<file path="config.mk">
export PLATFORM = sky130hd
export DESIGN_NAME = addr_queue_ctrl
export DESIGN_NICKNAME = d
export VERILOG_FILES = /design/src/rtl/addr_queue_ctrl_pkg.sv /design/src/rtl/addr1_0_ext.sv /design/src/rtl/addr_queue_ctrl.sv
export SDC_FILE = /design/constraint.sdc
export NUM_CORES = 1
export LEC_CHECK = 0
export BUFFER_PORTS_ARGS = -buffer_cell sky130_fd_sc_hd__buf_2
export CAP_MARGIN = 20
export CORE_MARGIN = 3
export CORE_UTILIZATION = 40
export CTS_CLUSTER_DIAMETER = 100
export DETAILED_ROUTE_END_ITERATION = 8
export PLACE_DENSITY = 0.65
export RECOVER_POWER = 100
export SLEW_MARGIN = 20
export SYNTH_ARGS = -nofsm -noshare
export SYNTH_HDL_FRONTEND = slang
export SYNTH_HIERARCHICAL = 1
export SYNTH_SLANG_ARGS = --single-unit
</file>
<file path="constraint.sdc">
create_clock -name clock -period 4 [get_ports clock]
set_input_delay 0.8 -clock clock [delete_from_list [all_inputs] [get_ports clock]]
set_output_delay 0.8 -clock clock [all_outputs]
set_load 0.02 [all_outputs]
</file>
<file path="src/rtl/addr_queue_ctrl_pkg.sv">
// Shared constants and types for the two-port address queue controller.
package addr_queue_ctrl_pkg;

  localparam int unsigned DW         = 11;
  localparam int unsigned DEPTH      = 8;
  localparam int unsigned CNT_W      = 4;
  localparam int unsigned OBUF_DEPTH = 2;

  // Which enqueue port the round-robin arbiter currently favours.
  typedef enum logic {
    PrioEnq0 = 1'b0,
    PrioEnq1 = 1'b1
  } prio_e;

endpackage

</file>
<file path="src/rtl/addr1_0_ext.sv">
// Two-port RAM macro: one synchronous write port, one synchronous registered read port.
module addr1_0_ext
  import addr_queue_ctrl_pkg::*;
#(
  parameter int unsigned DW    = addr_queue_ctrl_pkg::DW,
  parameter int unsigned DEPTH = addr_queue_ctrl_pkg::DEPTH
) (
  input  logic [$clog2(DEPTH)-1:0] R0_addr,
  input  logic                     R0_en,
  input  logic                     R0_clk,
  output logic [DW-1:0]            R0_data,
  input  logic [$clog2(DEPTH)-1:0] W0_addr,
  input  logic                     W0_en,
  input  logic                     W0_clk,
  input  logic [DW-1:0]            W0_data
);

  logic [DW-1:0] mem [DEPTH];
  logic [DW-1:0] rdata_q;

  always_ff @(posedge W0_clk) begin
    if (W0_en) mem[W0_addr] <= W0_data;
  end

  always_ff @(posedge R0_clk) begin
    if (R0_en) rdata_q <= mem[R0_addr];
  end

  assign R0_data = rdata_q;

endmodule

</file>
<file path="src/rtl/addr_queue_ctrl.sv">
// Two-producer, one-consumer queue: round-robin enqueue into a RAM, prefetched
// into a 2-entry output buffer so a 1-cycle-latency RAM still sustains 1 entry/cycle.
module addr_queue_ctrl
  import addr_queue_ctrl_pkg::*;
#(
  parameter int unsigned DW    = addr_queue_ctrl_pkg::DW,
  parameter int unsigned DEPTH = addr_queue_ctrl_pkg::DEPTH
) (
  input  logic             clock,
  input  logic             reset,
  input  logic             flush,
  input  logic             enq0_valid,
  input  logic [DW-1:0]    enq0_bits,
  output logic             enq0_ready,
  input  logic             enq1_valid,
  input  logic [DW-1:0]    enq1_bits,
  output logic             enq1_ready,
  output logic             deq_valid,
  output logic [DW-1:0]    deq_bits,
  input  logic             deq_ready,
  output logic [CNT_W-1:0] count
);

  localparam int unsigned AW  = $clog2(DEPTH);
  localparam int unsigned RCW = AW + 1;

  logic [AW-1:0]  wr_ptr_q, wr_ptr_d, rd_ptr_q, rd_ptr_d;
  logic [RCW-1:0] ram_cnt_q, ram_cnt_d, occupied;
  logic           inflight_q, inflight_d;
  logic [1:0]     obuf_cnt_q, obuf_cnt_d;
  logic           obuf_head_q, obuf_head_d, obuf_tail;
  logic [DW-1:0]  obuf_q [OBUF_DEPTH];
  prio_e          prio_q, prio_d;

  logic          space, grant0, grant1, fire0, fire1, enq_fire, deq_fire, rd_issue;
  logic [2:0]    pending;
  logic [DW-1:0] enq_data, ram_rdata;

  // A slot stays occupied while its read is in flight, so writes never race it.
  assign occupied = ram_cnt_q + RCW'(inflight_q);
  assign space    = occupied < RCW'(DEPTH);

  assign grant0 = enq0_valid && (prio_q == PrioEnq0 || !enq1_valid);
  assign grant1 = enq1_valid && (prio_q == PrioEnq1 || !enq0_valid);

  assign enq0_ready = grant0 && space && !flush;
  assign enq1_ready = grant1 && space && !flush;
  assign fire0      = enq0_valid && enq0_ready;
  assign fire1      = enq1_valid && enq1_ready;
  assign enq_fire   = fire0 || fire1;
  assign enq_data   = fire0 ? enq0_bits : enq1_bits;

  assign deq_valid = (obuf_cnt_q != 2'd0) && !flush;
  assign deq_bits  = (obuf_cnt_q != 2'd0) ? obuf_q[obuf_head_q] : '0;
  assign deq_fire  = deq_valid && deq_ready;

  // Only issue a read if the buffer will still have room when its data lands.
  assign pending  = 3'(obuf_cnt_q) + 3'(inflight_q) - 3'(deq_fire);
  assign rd_issue = (ram_cnt_q != '0) && !flush && (pending <= 3'd1);

  assign obuf_tail = obuf_head_q ^ obuf_cnt_q[0];

  assign count = CNT_W'(ram_cnt_q) + CNT_W'(inflight_q) + CNT_W'(obuf_cnt_q);

  always_comb begin
    wr_ptr_d    = wr_ptr_q;
    rd_ptr_d    = rd_ptr_q;
    ram_cnt_d   = ram_cnt_q;
    inflight_d  = inflight_q;
    obuf_cnt_d  = obuf_cnt_q;
    obuf_head_d = obuf_head_q;
    prio_d      = prio_q;
    if (flush) begin
      wr_ptr_d    = '0;
      rd_ptr_d    = '0;
      ram_cnt_d   = '0;
      inflight_d  = 1'b0;
      obuf_cnt_d  = 2'd0;
      obuf_head_d = 1'b0;
    end else begin
      if (enq_fire) begin
        wr_ptr_d = wr_ptr_q + AW'(1);
        prio_d   = fire0 ? PrioEnq1 : PrioEnq0;
      end
      if (rd_issue) rd_ptr_d = rd_ptr_q + AW'(1);
      ram_cnt_d  = ram_cnt_q + RCW'(enq_fire) - RCW'(rd_issue);
      inflight_d = rd_issue;
      obuf_cnt_d = obuf_cnt_q + 2'(inflight_q) - 2'(deq_fire);
      if (deq_fire) obuf_head_d = ~obuf_head_q;
    end
  end

  always_ff @(posedge clock or posedge reset) begin
    if (reset) begin
      wr_ptr_q    <= '0;
      rd_ptr_q    <= '0;
      ram_cnt_q   <= '0;
      inflight_q  <= 1'b0;
      obuf_cnt_q  <= 2'd0;
      obuf_head_q <= 1'b0;
      prio_q      <= PrioEnq0;
    end else begin
      wr_ptr_q    <= wr_ptr_d;
      rd_ptr_q    <= rd_ptr_d;
      ram_cnt_q   <= ram_cnt_d;
      inflight_q  <= inflight_d;
      obuf_cnt_q  <= obuf_cnt_d;
      obuf_head_q <= obuf_head_d;
      prio_q      <= prio_d;
    end
  end

  // Buffer storage needs no reset: deq_bits is masked whenever the buffer is empty.
  always_ff @(posedge clock) begin
    if (inflight_q && !flush) obuf_q[obuf_tail] <= ram_rdata;
  end

  addr1_0_ext #(
    .DW    (DW),
    .DEPTH (DEPTH)
  ) u_ram (
    .R0_addr (rd_ptr_q),
    .R0_en   (rd_issue),
    .R0_clk  (clock),
    .R0_data (ram_rdata),
    .W0_addr (wr_ptr_q),
    .W0_en   (enq_fire),
    .W0_clk  (clock),
    .W0_data (enq_data)
  );

endmodule

</file>
==> Yosys cells after proc, flatten, opt, wreduce, memory -nomap -nowiden <==
Memories as Yosys holds them, arrays and structs flattened. A register that Yosys moved wholly into a read port is not among the register bits.
Index checks and enable logic that the tools add are counted.
{ "totals": {"inputBits": 28, "out_inout_bits": 18, "mem_bits_rw": 110, "mem_count": 2, "regBits": 15, "elab_cells": 66} }
{ "op_classes": {"add_sub_neg": 10, "bitwise_logic": 4, "magnitude_cmp": 2, "mux": 16, "reduce_logical": 25} }
{ "mem_list": {"columns": ["name", "words", "width", "rd", "rd_clocked_by_memory_dff", "wr", "line", "source"], "rows": [
  ["u_ram.mem", 8, 11, 1, 1, 1, "addr1_0_ext.sv:18", "logic [DW-1:0] mem [DEPTH];"],
  ["obuf_q", 2, 11, 1, 0, 1, "addr_queue_ctrl.sv:32", "logic [DW-1:0] obuf_q [OBUF_DEPTH];"]
]} }
{ "ops": {"columns": ["cell", "count"], "rows": [
  ["2-to-1 mux 11 bit", 2],
  ["logical AND 1 bit", 13],
  ["2-to-1 mux 3 bit", 4],
  ["adder 4 x 1 -> 4 bit", 2],
  ["2-to-1 mux 1 bit", 8],
  ["nonzero test 2 bit", 4],
  ["adder 3 x 1 -> 3 bit (second input constant)", 2],
  ["adder 4 x 2 -> 4 bit", 1],
  ["less-than comparator 4 bit (second input constant)", 1],
  ["2-to-1 mux 4 bit", 1],
  ["nonzero test 4 bit", 1],
  ["subtractor 4 x 1 -> 4 bit", 1],
  ["adder 2 x 1 -> 3 bit", 1],
  ["less-or-equal comparator 3 x 1 -> 1 bit (second input constant)", 1],
  ["zero test 1 bit", 3],
  ["logical OR 1 bit", 3],
  ["NOT 1 bit", 3],
  ["subtractor 3 x 1 -> 3 bit", 1],
  ["adder 2 x 1 -> 2 bit", 1],
  ["2-to-1 mux 2 bit", 1],
  ["AND reduction 2 bit", 1],
  ["subtractor 2 x 1 -> 2 bit", 1],
  ["XOR 1 bit", 1]
]} }

==> Longest topological paths before layout <==
Gate-level depths: netlist (run 1).
{ "logic_depth": {"word_depth": 10, "ltp_mapped": 17, "depth_no_buf": 16} }

==> Modules after synthesis <==
Netlist (run 1), hierarchy kept.
{ "by_module_without_submodules": {"columns": ["module", "cells_per_inst", "seq_area_each_um2", "area_each_um2", "instances"], "rows": [
  ["addr1_0_ext", 150, 2972.9, 3767.4, 1],
  ["addr_queue_ctrl", 161, 1036.0, 2089.5, 1]
]} }

==> Worst setup path before layout (run 1) <==
Ideal clock, no wire load.
{ "synth_path": {"path_type": "input to register", "start": "input flush", "end": "register ram_cnt_q[3]", "setup_time_ps": 125, "path_stages": 17, "path_slack_ps": -574, "path_buffers": 2, "arrival_time_ps": 4450, "required_ps": 3875, "cell_sequence": "buf_6 -> clkbuf_1 -> nor2_1 -> and2_1 -> ha_1 -> inv_1 -> ha_1 -> inv_1 -> fa_1 -> xor2_1 -> nor3_2 -> ha_1 -> inv_1 -> ha_1 -> a21o_1 -> a21oi_1 -> mux2_2"} }
{ "synth_between": {"elab_chain_cells": 8, "word_cells_on_any_way": 15, "cone_classes": "add/sub: 3; order compare: 1; mux: 1; reduce/logical: 10"} }
{ "synth_lines": {"columns": ["item", "line", "source"], "rows": [
  ["from (decl)", "addr_queue_ctrl.sv:11", "input logic flush,"],
  ["zero test 1 bit", "addr_queue_ctrl.sv:53", "assign deq_valid = (obuf_cnt_q != 2'd0) && !flush;"],
  ["logical AND 1 bit", "addr_queue_ctrl.sv:53", null],
  ["net deq_valid", "addr_queue_ctrl.sv:18", "output logic deq_valid,"],
  ["logical AND 1 bit", "addr_queue_ctrl.sv:55", "assign deq_fire = deq_valid && deq_ready;"],
  ["subtractor 3 x 1 -> 3 bit", "addr_queue_ctrl.sv:58", "assign pending = 3'(obuf_cnt_q) + 3'(inflight_q) - 3'(deq_fire);"],
  ["less-or-equal comparator 3 x 1 -> 1 bit", "addr_queue_ctrl.sv:59", "assign rd_issue = (ram_cnt_q != '0) && !flush && (pending <= 3'd1);"],
  ["logical AND 1 bit", "addr_queue_ctrl.sv:59", null],
  ["net rd_issue", "addr_queue_ctrl.sv:35", "logic space, grant0, grant1, fire0, fire1, enq_fire, deq_fire, rd_issue;"],
  ["subtractor 4 x 1 -> 4 bit", "addr_queue_ctrl.sv:86", "ram_cnt_d = ram_cnt_q + RCW'(enq_fire) - RCW'(rd_issue);"],
  ["2-to-1 mux 4 bit", "addr_queue_ctrl.sv:73", "if (flush) begin"],
  ["net ram_cnt_d[3]", "addr_queue_ctrl.sv:28", "logic [RCW-1:0] ram_cnt_q, ram_cnt_d, occupied;"],
  ["to (signal assigned)", "addr_queue_ctrl.sv:105", "ram_cnt_q <= ram_cnt_d;"],
  ["to (decl)", "addr_queue_ctrl.sv:28", null]
]} }
The timed path passes the listed nets, and every way through them passes these cells.
A chain may end at the register's enable or synchronous reset.

==> Final worst setup path (run 1) <==
{ "layout_path": {"start": "register ram_cnt_q[1]", "end": "output enq0_ready"} }
{ "layout_between": {"elab_chain_cells": 4} }
{ "layout_lines": {"columns": ["item", "line", "source"], "rows": [
  ["adder 4 x 1 -> 4 bit", "addr_queue_ctrl.sv:40", "assign occupied = ram_cnt_q + RCW'(inflight_q);"],
  ["less-than comparator 4 bit", "addr_queue_ctrl.sv:41", "assign space = occupied < RCW'(DEPTH);"],
  ["logical AND 1 bit (2 in a row)", "addr_queue_ctrl.sv:46", "assign enq0_ready = grant0 && space && !flush;"],
  ["to (decl)", "addr_queue_ctrl.sv:14", "output logic enq0_ready,"]
]} }
Every way passes these cells.

==> metrics.txt, run 1 <==
final hold slack=0.445 ns; R2R Setup Slk=0.50 ns; Post-CTS Hold Fix Bufs=0; H-tree depth=4; post-synth cell types=34; worst skew pair latency=roughly 0.41 ns; drt first pass iters=4; initial antenna violation count=0; FMAX=between 200 and 300 MHz; Post-route DRC=0; Seq cells post-synth=approximately 140; final design utilization=between 40% and 50%; largest cells by area after synthesis=edfxtp_1, mux4_1, dfrtp_1; Slew headroom=12.9%; CP arrival=2.73 ns; Worst Skew=0.0104 ns; die width=roughly 130 µm; minimum clock period=3.53 ns; maxcap violations=0; Synth top area share=approximately 62%; area leader, netlist=edfxtp_1; CP Launch Type=flop; Initial Util=just over 40%; Hold/Removal Path Class=reg2reg; largest net degree at the start of global routing=26; row count=43; Finish-stage setup viols=0; Async S/R FF share, synth=between 10% and 20%; P_leak=2.46 nW; all-layer global routing usage=13.4%; first-pass GRT wire length=between 15000 and 20000 µm; Core Footprint=0.0141 mm²; Finished Cell Area=0.00690 mm²; worst slew pin tran=approximately 1.3 ns; Placed Area=around 0.0064 mm²; Crit. End Element=output pin; Routed Antenna Nets=0; status=finished clean; worst setup path startpoint=ram_cnt_q[1]$_DFF_PP0_; VDD IR-drop max=between 0.2 and 0.3 mV; die height=about 130 µm; final worst setup slack=0.473 ns; Cell Count, Final, Fillers Out=approximately 570; worst slack, placed=around 0.28 ns; Required @ worst endpoint=3.20 ns; RSZ-0062 raised after global routing=false; Critical R2R Capture=ram_cnt_q[3]$_DFF_PP0_; die footprint=approximately 0.016 mm²; Post-synth top cells=edfxtp_1, nor2_1, mux4_1, dfrtp_1, mux2i_1; Clock Path Buffers=2; TritonCTS sink count=around 140; Mapped Nets=~360; I/O pin count=46; ratio of cells with drive above 1 in the final layout=18.5%; mapped cell area=0.00586 mm²; Nets=approximately 420; vias in the first global route=2952; Fin. Hold Viols=0; Via density=around 5.0; worst reg-to-reg path cell count=16; Post-Synthesis Cells=311; final worst path period share=roughly nine tenths; post-CTS setup buffers=0; Post-synth EDFFs=about 120; PD cells=694 mW/mm²; Area growth syn-to-layout=17.8%; crit path max fanout=12; Crit Path Class=reg2out; global-route congestion overflow total=0; count leader, synth=edfxtp_1; Mean Syn Cell Area=about 19 µm²; CTS tree=yes; Synthesis Warnings=6; half-perimeter wire length after placement=between 6000 and 7000 µm; GP Congestion=approximately 0.7; Routed WL per cell=approximately 18 µm; initial DRC count=around 170; CTS Root Cell=clkbuf_16; end of the critical path=enq0_ready; placed cells=537; r2r startpoint=obuf_cnt_q[1]$_DFF_PP0_; Buffers on Ports=45; post_cts resized=0; final wirelength=10100 µm; Synth Flop Type=edfxtp_1; fin. max-slew vios=0; ANT cells=0; CTS clk-pin slew, worst paths=about 0.060 ns; register area share after synthesis=approximately two thirds; DR vias=2863; CTS Buf Count=17
layout make-up:
class	instances	area [µm²]
Fill cell	1207	7200
Timing Repair Buffer	57	255
Tap cell	180	225
Clock inverter	12	224
Clock buffer	20	447
Inverter	11	41.3
Multi-Input combinational cell	153	1700
Sequential cell	136	4010
worst max-delay path: stages (launching register included):
cell and delay [ns]:
dfrtp_1 0.43, ha_1 0.27, a211oi_1 0.70, o211ai_4 0.13, clkbuf_1 0.40, inv_1 0.13, clkbuf_1 0.24
registers in the layout, indices dropped and copies added (netlist names):
signal and flops:
wr_ptr_q 3, obuf_cnt_q 2, rd_ptr_q 3, obuf_head_q 1, inflight_q 1, ram_cnt_q 4
prio_q 1, u_ram/mem 88, obuf_q 22, u_ram/R0_data 11
power by group:
part	total, mW	switching, mW	internal (mW)
Combinational	1.00	0.542	0.460
Sequential	2.04	0.197	1.85
Clock	1.74	0.557	1.19
Total	4.79	1.30	3.49
worst min path at each step:
| stage | startpoint | end | slack, ns | depth (start not counted) |
|---|---|---|---|---|
| 2_1_floorplan | u_ram/R0_data[0]$_DFFE_PP_ | obuf_q[0][0]$_DFFE_PP_ | 0.42 | 0 |
| 3_3_place_gp | u_ram/R0_data[6]$_DFFE_PP_ | obuf_q[0][6]$_DFFE_PP_ | 0.42 | 0 |
| 3_5_place_dp | u_ram/R0_data[9]$_DFFE_PP_ | obuf_q[1][9]$_DFFE_PP_ | 0.43 | 0 |
| 4_1_cts | u_ram/R0_data[9]$_DFFE_PP_ | obuf_q[0][9]$_DFFE_PP_ | 0.44 | 0 |
| 5_1_grt | u_ram/R0_data[10]$_DFFE_PP_ | obuf_q[1][10]$_DFFE_PP_ | 0.45 | 0 |
| 6_report | u_ram/R0_data[9]$_DFFE_PP_ | obuf_q[0][9]$_DFFE_PP_ | 0.44 | 0 |
metal layers:
metal / up-vias / share of wire, % / global-route usage (%)
met5: - / 0 / 0
met4: 0 / 1.2 / 4.92
met3: 11 / 4.2 / 4.85
met2: 55 / 49 / 22.0
met1: 1447 / 46 / 16.4
li1: 1350 / - / -
per-stage QoR:
stage | power (mW) | TNS (ns)
4_1_cts | 4.93 | 0
2_1_floorplan | 2.86 | -0.131
5_1_grt | 5.04 | 0
3_5_place_dp | 3.18 | 0
6_report | 4.79 | 0
3_3_place_gp | 3.12 | 0
cell usage in the layout (no fill, tap or decap), types with 9 or more instances in the layout:
cell type,Yosys,final
buf_2,1,27
nand2b_1,10,10
mux2_1,4,16
mux2_2,12,9
nor2_1,26,25
dfrtp_1,15,15
ha_1,14,14
inv_1,11,11
mux4_1,22,22
clkbuf_1,4,30
clkbuf_16,0,17
edfxtp_1,121,121
mux2i_1,15,15
cells by family after synthesis:
group | synth area share, %
xor+xnor | 1.20
mux | 17.8
fa+ha+maj | 4.02
flops | 68.4
simple gates | 4.89
compound gates | 1.69
buf+inv | 1.94
Power figures use the tool's default switching activity.
==> run 2: changes to the inputs <==
==> constraint.sdc (replaced) <==
create_clock -name clock -period 3 [get_ports clock]
set_input_delay 0.6 -clock clock [delete_from_list [all_inputs] [get_ports clock]]
set_output_delay 0.6 -clock clock [all_outputs]
set_load 0.02 [all_outputs]
==> run 2 against run 1 <==
The flow now finishes with violations (setup timing). Sequential power increased by 30%. First-iteration DRC count increased by 25%. Utilization increased by 2.3 points. Clock-buffer cell count decreased by 3. Setup slack got worse by 0.60 ns. Combinational power increased by 80%. Die area unchanged.
==> metrics.txt, run 2 (same netlist as run 1, synthesis figures left out) <==
clock share of power=31.4% (-5.0 points); Post-route DRC=0 (unchanged); die footprint=0.0161 mm² (unchanged); end of the critical path=ram_cnt_q[3]$_DFF_PP0_; Buffers on Ports=45 (unchanged); DR vias=2927 (+2.2%); final worst setup slack=-0.128 ns (-0.601 ns); combinational power share=27.8% (+6.9 points); register area=0.00401 mm² (unchanged); all-layer global routing usage=13.4% (about the same); Routed Antenna Nets=0 (unchanged); RSZ-0062 raised after global routing=true; global-route congestion overflow total=0 (unchanged); die width=127 µm (unchanged); Crit Path Class=reg2reg; P_leak=2.70 nW (+10%); setup TNS=-0.191 ns (-0.191 ns); Fillers=1135 (-6.0%); CTS tree=yes; I/O pin count=46 (unchanged); placed cells=547 (+1.9%); worst skew pair latency=0.41 ns (about the same); Multi-input gate area=0.00184 mm² (+8.3%); PD cells=900 mW/mm² (+30%); status=finished, violations left; ANT cells=0 (unchanged); Int Power=4.61 mW (+32%); FMAX=roughly 320 MHz; Top reg by flops=u_ram/mem; initial antenna violation count=0 (unchanged); CTS Buf Count=17 (unchanged); Initial Util=41.5% (unchanged); row count=43 (unchanged); Routed WL per cell=16.9 µm (-5.0%); failing checks=setup timing; Finish-stage setup viols=3 (+3); crit path max fanout=2 (-10); Clock Path Buffers=2 (unchanged); worst setup path startpoint=obuf_cnt_q[0]$_DFF_PP0_; drt first pass iters=4 (unchanged); worst slew pin tran=0.813 ns (-0.494 ns); maxcap violations=0 (unchanged); TritonCTS sink count=136 (unchanged); sw frac=29.1% (+2.0 points); largest net degree at the start of global routing=25 (-3.8%); fin. max-slew vios=0 (unchanged); Post-CTS Hold Fix Bufs=0 (unchanged); minimum clock period=between 3 and 4 ns; initial DRC count=209 (+25%); Slew headroom=45.5% (+33 points); Via density=4.93 (-2.1%); Largest register FFs=88 (unchanged); final design utilization=51.2% (+2.3 points); VDD IR-drop max=0.508 mV (+76%); half-perimeter wire length after placement=6370 µm (-0.30%); Crit. End Element=flop; Hold/Removal Path Class=in2async; Cell Count, Final, Fillers Out=594 (+4.4%); GP Congestion=0.687 (-1.6%); Critical R2R Capture=ram_cnt_q[3]$_DFF_PP0_; Area growth syn-to-layout=23.2%; Core Footprint=0.0141 mm² (unchanged); r2r startpoint=obuf_cnt_q[0]$_DFF_PP0_; final wirelength=10100 µm (-0.79%); ratio of cells with drive above 1 in the final layout=37.2% (+19 points); R2R Setup Slk=-0.13 ns (-0.63 ns); CTS clk-pin slew, worst paths=0.06 ns (about the same); sequential share of power=40.8% (-1.9 points); CTS Root Cell=clkbuf_16; most frequent cells in the layout=edfxtp_1, buf_2, buf_4; P_sw=1.89 mW (+46%); final worst path period share=104%; CP Launch Type=flop; CP arrival=3.41 ns (+0.68 ns); Nets=446 (+5.9%); worst reg-to-reg path cell count=16 (unchanged); most common library cell in the layout ignoring fill and taps=edfxtp_1; die height=127 µm (unchanged); Required @ worst endpoint=3.28 ns (+0.08 ns); vias in the first global route=3089 (+4.6%); H-tree depth=4 (unchanged); Worst Skew=0.00854 ns (-0.00182 ns); first-pass GRT wire length=16500 µm (+3.5%); Fin. Hold Viols=0 (unchanged)
-- run 2: cell types whose count changed in the layout (fill, tap and decap cells not counted), moves of 4 or more --
cell       change
buf_2         +17
buf_4         +32
bufinv_16      -4
clkbuf_1      -29
ha_1           -5
ha_4           +5
inv_1          -4
inv_6          +5
mux2_1        -12
mux2_4        +10
-- run 2: area by class of cell --
cell class | count | share of cell area, %
clock buffers | 17 | 5.89
clock inverters | 15 | 2.31
inverters | 11 | 0.607
multi-input cells | 153 | 25.4
flip-flops and latches | 136 | 55.5
well taps | 180 | 3.12
repair buffers | 82 | 7.11
-- run 2: stage by stage --
step	total power [mW]	area, µm²	worst slack [ns]	hold WS [ns]
after floorplan	3.81	5910	-0.931	0.421
final	6.49	7220	-0.128	0.263
after global placement	4.23	6440	-0.453	0.425
after global routing	6.84	7220	-0.228	0.303
after CTS	6.57	7240	-0.126	0.275
after detailed placement	4.29	6440	-0.504	0.430
-- run 2: worst min path at each step --
| stage | to | slack (ns) | start | depth (start not counted) |
|---|---|---|---|---|
| after floorplan | obuf_q[0][0]$_DFFE_PP_ | 0.42 | u_ram/R0_data[0]$_DFFE_PP_ | 0 |
| after detailed placement | obuf_q[1][10]$_DFFE_PP_ | 0.43 | u_ram/R0_data[10]$_DFFE_PP_ | 0 |
| after global routing | wr_ptr_q[1]$_DFFE_PP0P_ | 0.30 | reset | 2 |
| final | wr_ptr_q[1]$_DFFE_PP0P_ | 0.26 | reset | 2 |
| after global placement | obuf_q[0][4]$_DFFE_PP_ | 0.43 | u_ram/R0_data[4]$_DFFE_PP_ | 0 |
| after CTS | wr_ptr_q[1]$_DFFE_PP0P_ | 0.28 | reset | 2 |
-- run 2: worst max-delay path, stage by stage, from the launching register on --
cell and delay [ns]:
dfrtp_1 0.41, nor2_4 0.15, nor2_4 0.04, and2_4 0.14, ha_4 0.20, inv_2 0.06, ha_4 0.12, inv_2 0.03
fa_2 0.56, nand2b_4 0.07, nor3_4 0.21, ha_4 0.17, inv_4 0.04, ha_4 0.22, a21o_1 0.16, a21oi_2 0.14
mux2_4 0.31
-- run 2: power groups by stage --
stage | Clock [mW] | Combinational (mW) | Sequential (mW)
3_3_place_gp | 0 | 1.56 | 2.67
6_report | 2.04 | 1.80 | 2.65
4_1_cts | 2.09 | 1.83 | 2.65
5_1_grt | 2.17 | 1.98 | 2.68
3_5_place_dp | 0 | 1.61 | 2.69
2_1_floorplan | 0 | 1.20 | 2.61
-- run 2: routing by layer --
metal | up-vias | GRT usage (%) | share of wire (%)
met5 | - | 0 | 0
met4 | 0 | 3.34 | 0.81
met3 | 8 | 3.85 | 4.1
met2 | 59 | 22.2 | 50
li1 | 1408 | - | -
met1 | 1452 | 17.7 | 45
-- run 2: repair_timing --
item / in CTS / in global routing
resized for setup: 20 / 1
pin swaps: 9 / 6
buffers inserted: 16 / 1
endpoints found under the hold margin: 0 / 0
endpoints found under the setup margin: 3 / 4
==> run 3: changes to the inputs <==
--- a/config.mk
+++ b/config.mk
@@ -7,11 +7,13 @@
 export LEC_CHECK = 0
 export BUFFER_PORTS_ARGS = -buffer_cell sky130_fd_sc_hd__buf_2
 export CAP_MARGIN = 20
+export CELL_PAD_IN_SITES_DETAIL_PLACEMENT = 0
+export CELL_PAD_IN_SITES_GLOBAL_PLACEMENT = 2
 export CORE_MARGIN = 3
-export CORE_UTILIZATION = 40
+export CORE_UTILIZATION = 49
 export CTS_CLUSTER_DIAMETER = 100
 export DETAILED_ROUTE_END_ITERATION = 8
-export PLACE_DENSITY = 0.65
+export PLACE_DENSITY = 0.9
 export RECOVER_POWER = 100
 export SLEW_MARGIN = 20
 export SYNTH_ARGS = -nofsm -noshare
==> constraint.sdc (replaced) <==
create_clock -name clock -period 3.9 [get_ports clock]
set_input_delay 0.78 -clock clock [delete_from_list [all_inputs] [get_ports clock]]
set_output_delay 0.78 -clock clock [all_outputs]
set_load 0.02 [all_outputs]
==> run 3 against run 2 <==
The run now ends clean. First-iteration DRC count shrank 15%. Critical path depth did not move. Sequential power fell by 21%. Non-clock buffer count decreased by 24. Setup slack gained 0.54 ns. Register-to-register slack better by 0.54 ns. Utilization is 7.4 points higher. Die area shrank 18%. Clock power is 24% lower. Clock skew grew 0.00055 ns. Critical path type unchanged. Largest cell class unchanged. Largest power group unchanged.
==> metrics.txt, run 3 (same netlist as run 1, synthesis figures left out) <==
status=finished clean; worst slew pin tran=1.15 ns (+0.333 ns); row count=39 (-9.3%); ratio of cells with drive above 1 in the final layout=17.9% (-19 points); P_leak=2.42 nW (-11%); Multi-input gate area=0.00170 mm² (-7.5%); RSZ-0062 raised after global routing=false; CTS Buf Count=17 (unchanged); Buffers on Ports=45 (unchanged); Global Route met3 Usage=4.79% (+0.94 points); minimum clock period=3.49 ns (+0.361 ns); FMAX=287 MHz (-10%); CP arrival=3.78 ns (+0.37 ns); most common library cell in the layout ignoring fill and taps=edfxtp_1; Placed Area=0.00632 mm² (-1.8%); Fillers=872 (-23%); crit path max fanout=6 (+4); Largest register FFs=88 (unchanged); most frequent cells in the layout=edfxtp_1, clkbuf_1, buf_2; die footprint=0.0133 mm² (-18%); initial antenna violation count=0 (unchanged); setup TNS=0 ns (+0.191 ns); Routed Antenna Nets=0 (unchanged); CTS Root Cell=clkbuf_16; die width=115 µm (-9.2%); Area growth syn-to-layout=15.7%; post_cts resized=0 (-100%); CP Launch Type=flop; vias in the first global route=2829 (-8.4%); final worst path period share=89.5% (-15 points); die height=115 µm (-9.2%); Required @ worst endpoint=4.19 ns (+0.91 ns); Post-route DRC=0 (unchanged); Crit Path Class=reg2reg; H-tree depth=4 (unchanged); largest net degree at the start of global routing=25 (unchanged); GP Congestion=0.709 (+3.3%); Initial Util=50.6% (+9.1 points); maxcap violations=0 (unchanged); placed cells=501 (-8.4%); TritonCTS sink count=136 (unchanged); Cell Count, Final, Fillers Out=533 (-10%); DR vias=2808 (-4.1%); CTS tree=yes; Core Footprint=0.0116 mm² (-18%); global-route congestion overflow total=0 (unchanged); Via density=5.27 (+6.9%); Worst Skew=0.00908 ns (+0.000546 ns); Clock Path Buffers=2 (unchanged); initial DRC count=177 (-15%); drt first pass iters=4 (unchanged); Hold/Removal Path Class=in2async; met1 Resource Use GR=20.4% (+2.7 points); Finished Cell Area=0.00678 mm² (-6.1%); final wirelength=9480 µm (-5.7%); GRT busiest layer=met2; post-CTS setup buffers=0 (-16); Crit. End Element=flop; Top reg by flops=u_ram/mem; ANT cells=0 (unchanged); VDD IR-drop max=0.336 mV (-34%); met2 Use GR=25.4% (+3.3 points); all-layer global routing usage=15.7% (+2.3 points); Nets=422 (-5.4%); worst slack, placed=0.232 ns (+0.736 ns); PD cells=689 mW/mm² (-23%); CTS clk-pin slew, worst paths=0.06 ns (about the same); I/O pin count=46 (unchanged); Routed WL per cell=17.8 µm (+5.1%); register area=0.00401 mm² (unchanged); fin. max-slew vios=0 (unchanged); first-pass GRT wire length=15100 µm (-8.5%); final design utilization=58.6% (+7.4 points); Slew headroom=23.6% (-22 points); final worst setup slack=0.411 ns (+0.539 ns); half-perimeter wire length after placement=6150 µm (-3.5%); worst skew pair latency=0.41 ns (about the same); Fin. Hold Viols=0 (unchanged); Finish-stage setup viols=0 (-3); Post-CTS Hold Fix Bufs=0 (unchanged)
==> run 3: metrics by stage <==
step | power (mW) | hold WS [ns]
after floorplan | 2.93 | 0.421
after global placement | 3.20 | 0.426
after detailed placement | 3.24 | 0.438
after CTS | 4.81 | 0.451
after global routing | 4.94 | 0.467
final | 4.67 | 0.436
==> run 3: worst max-delay path: stages, from the launching register on <==
cell     delay, ns
dfrtp_1       0.47
nor2_1        0.25
nor2_4        0.06
and2_0        0.14
ha_1          0.26
inv_1         0.05
ha_1          0.13
inv_1         0.05
fa_1          0.36
xor2_1        0.32
nor3_4        0.06
ha_2          0.33
inv_1         0.04
ha_1          0.20
a21o_1        0.18
a21oi_1       0.13
mux2_2        0.34
==> run 3: report_power, final <==
part           internal (mW)  switching, mW  leakage, nW
registers               1.89          0.192         1.30
clock network          0.996          0.566        0.281
logic                  0.471          0.548        0.840
==> run 3: path summary, 6_finish.rpt <==
check	end	slack [ns]	depth (start not counted)	start
min in group clock	obuf_q[0][1]$_DFFE_PP_	0.45	0	u_ram/R0_data[1]$_DFFE_PP_
worst min-delay path	ram_cnt_q[1]$_DFF_PP0_	0.44	2	reset
worst max-delay path	ram_cnt_q[3]$_DFF_PP0_	0.41	16	obuf_cnt_q[1]$_DFF_PP0_
max in group asynchronous	rd_ptr_q[1]$_DFFE_PP0P_	3.07	2	reset
worst min register to register	obuf_q[0][1]$_DFFE_PP_	0.45	0	u_ram/R0_data[1]$_DFFE_PP_
worst max register to register	ram_cnt_q[3]$_DFF_PP0_	0.41	16	obuf_cnt_q[1]$_DFF_PP0_
==> run 3: metal layers <==
metal	up-vias	routed length, µm
li1	1352	-
met1	1389	4170
met2	62	4790
met3	5	438
met4	0	80
met5	-	0
==> run 3: cell type report <==
cell class                      count  share of cell area [%]
Sequential cell                   136                    59.2
Multi-Input combinational cell    153                    25.1
Clock buffer                       18                    6.33
Timing Repair Buffer               58                    3.88
Tap cell                          143                    2.64
Clock inverter                     14                    2.33
Inverter                           11                   0.609
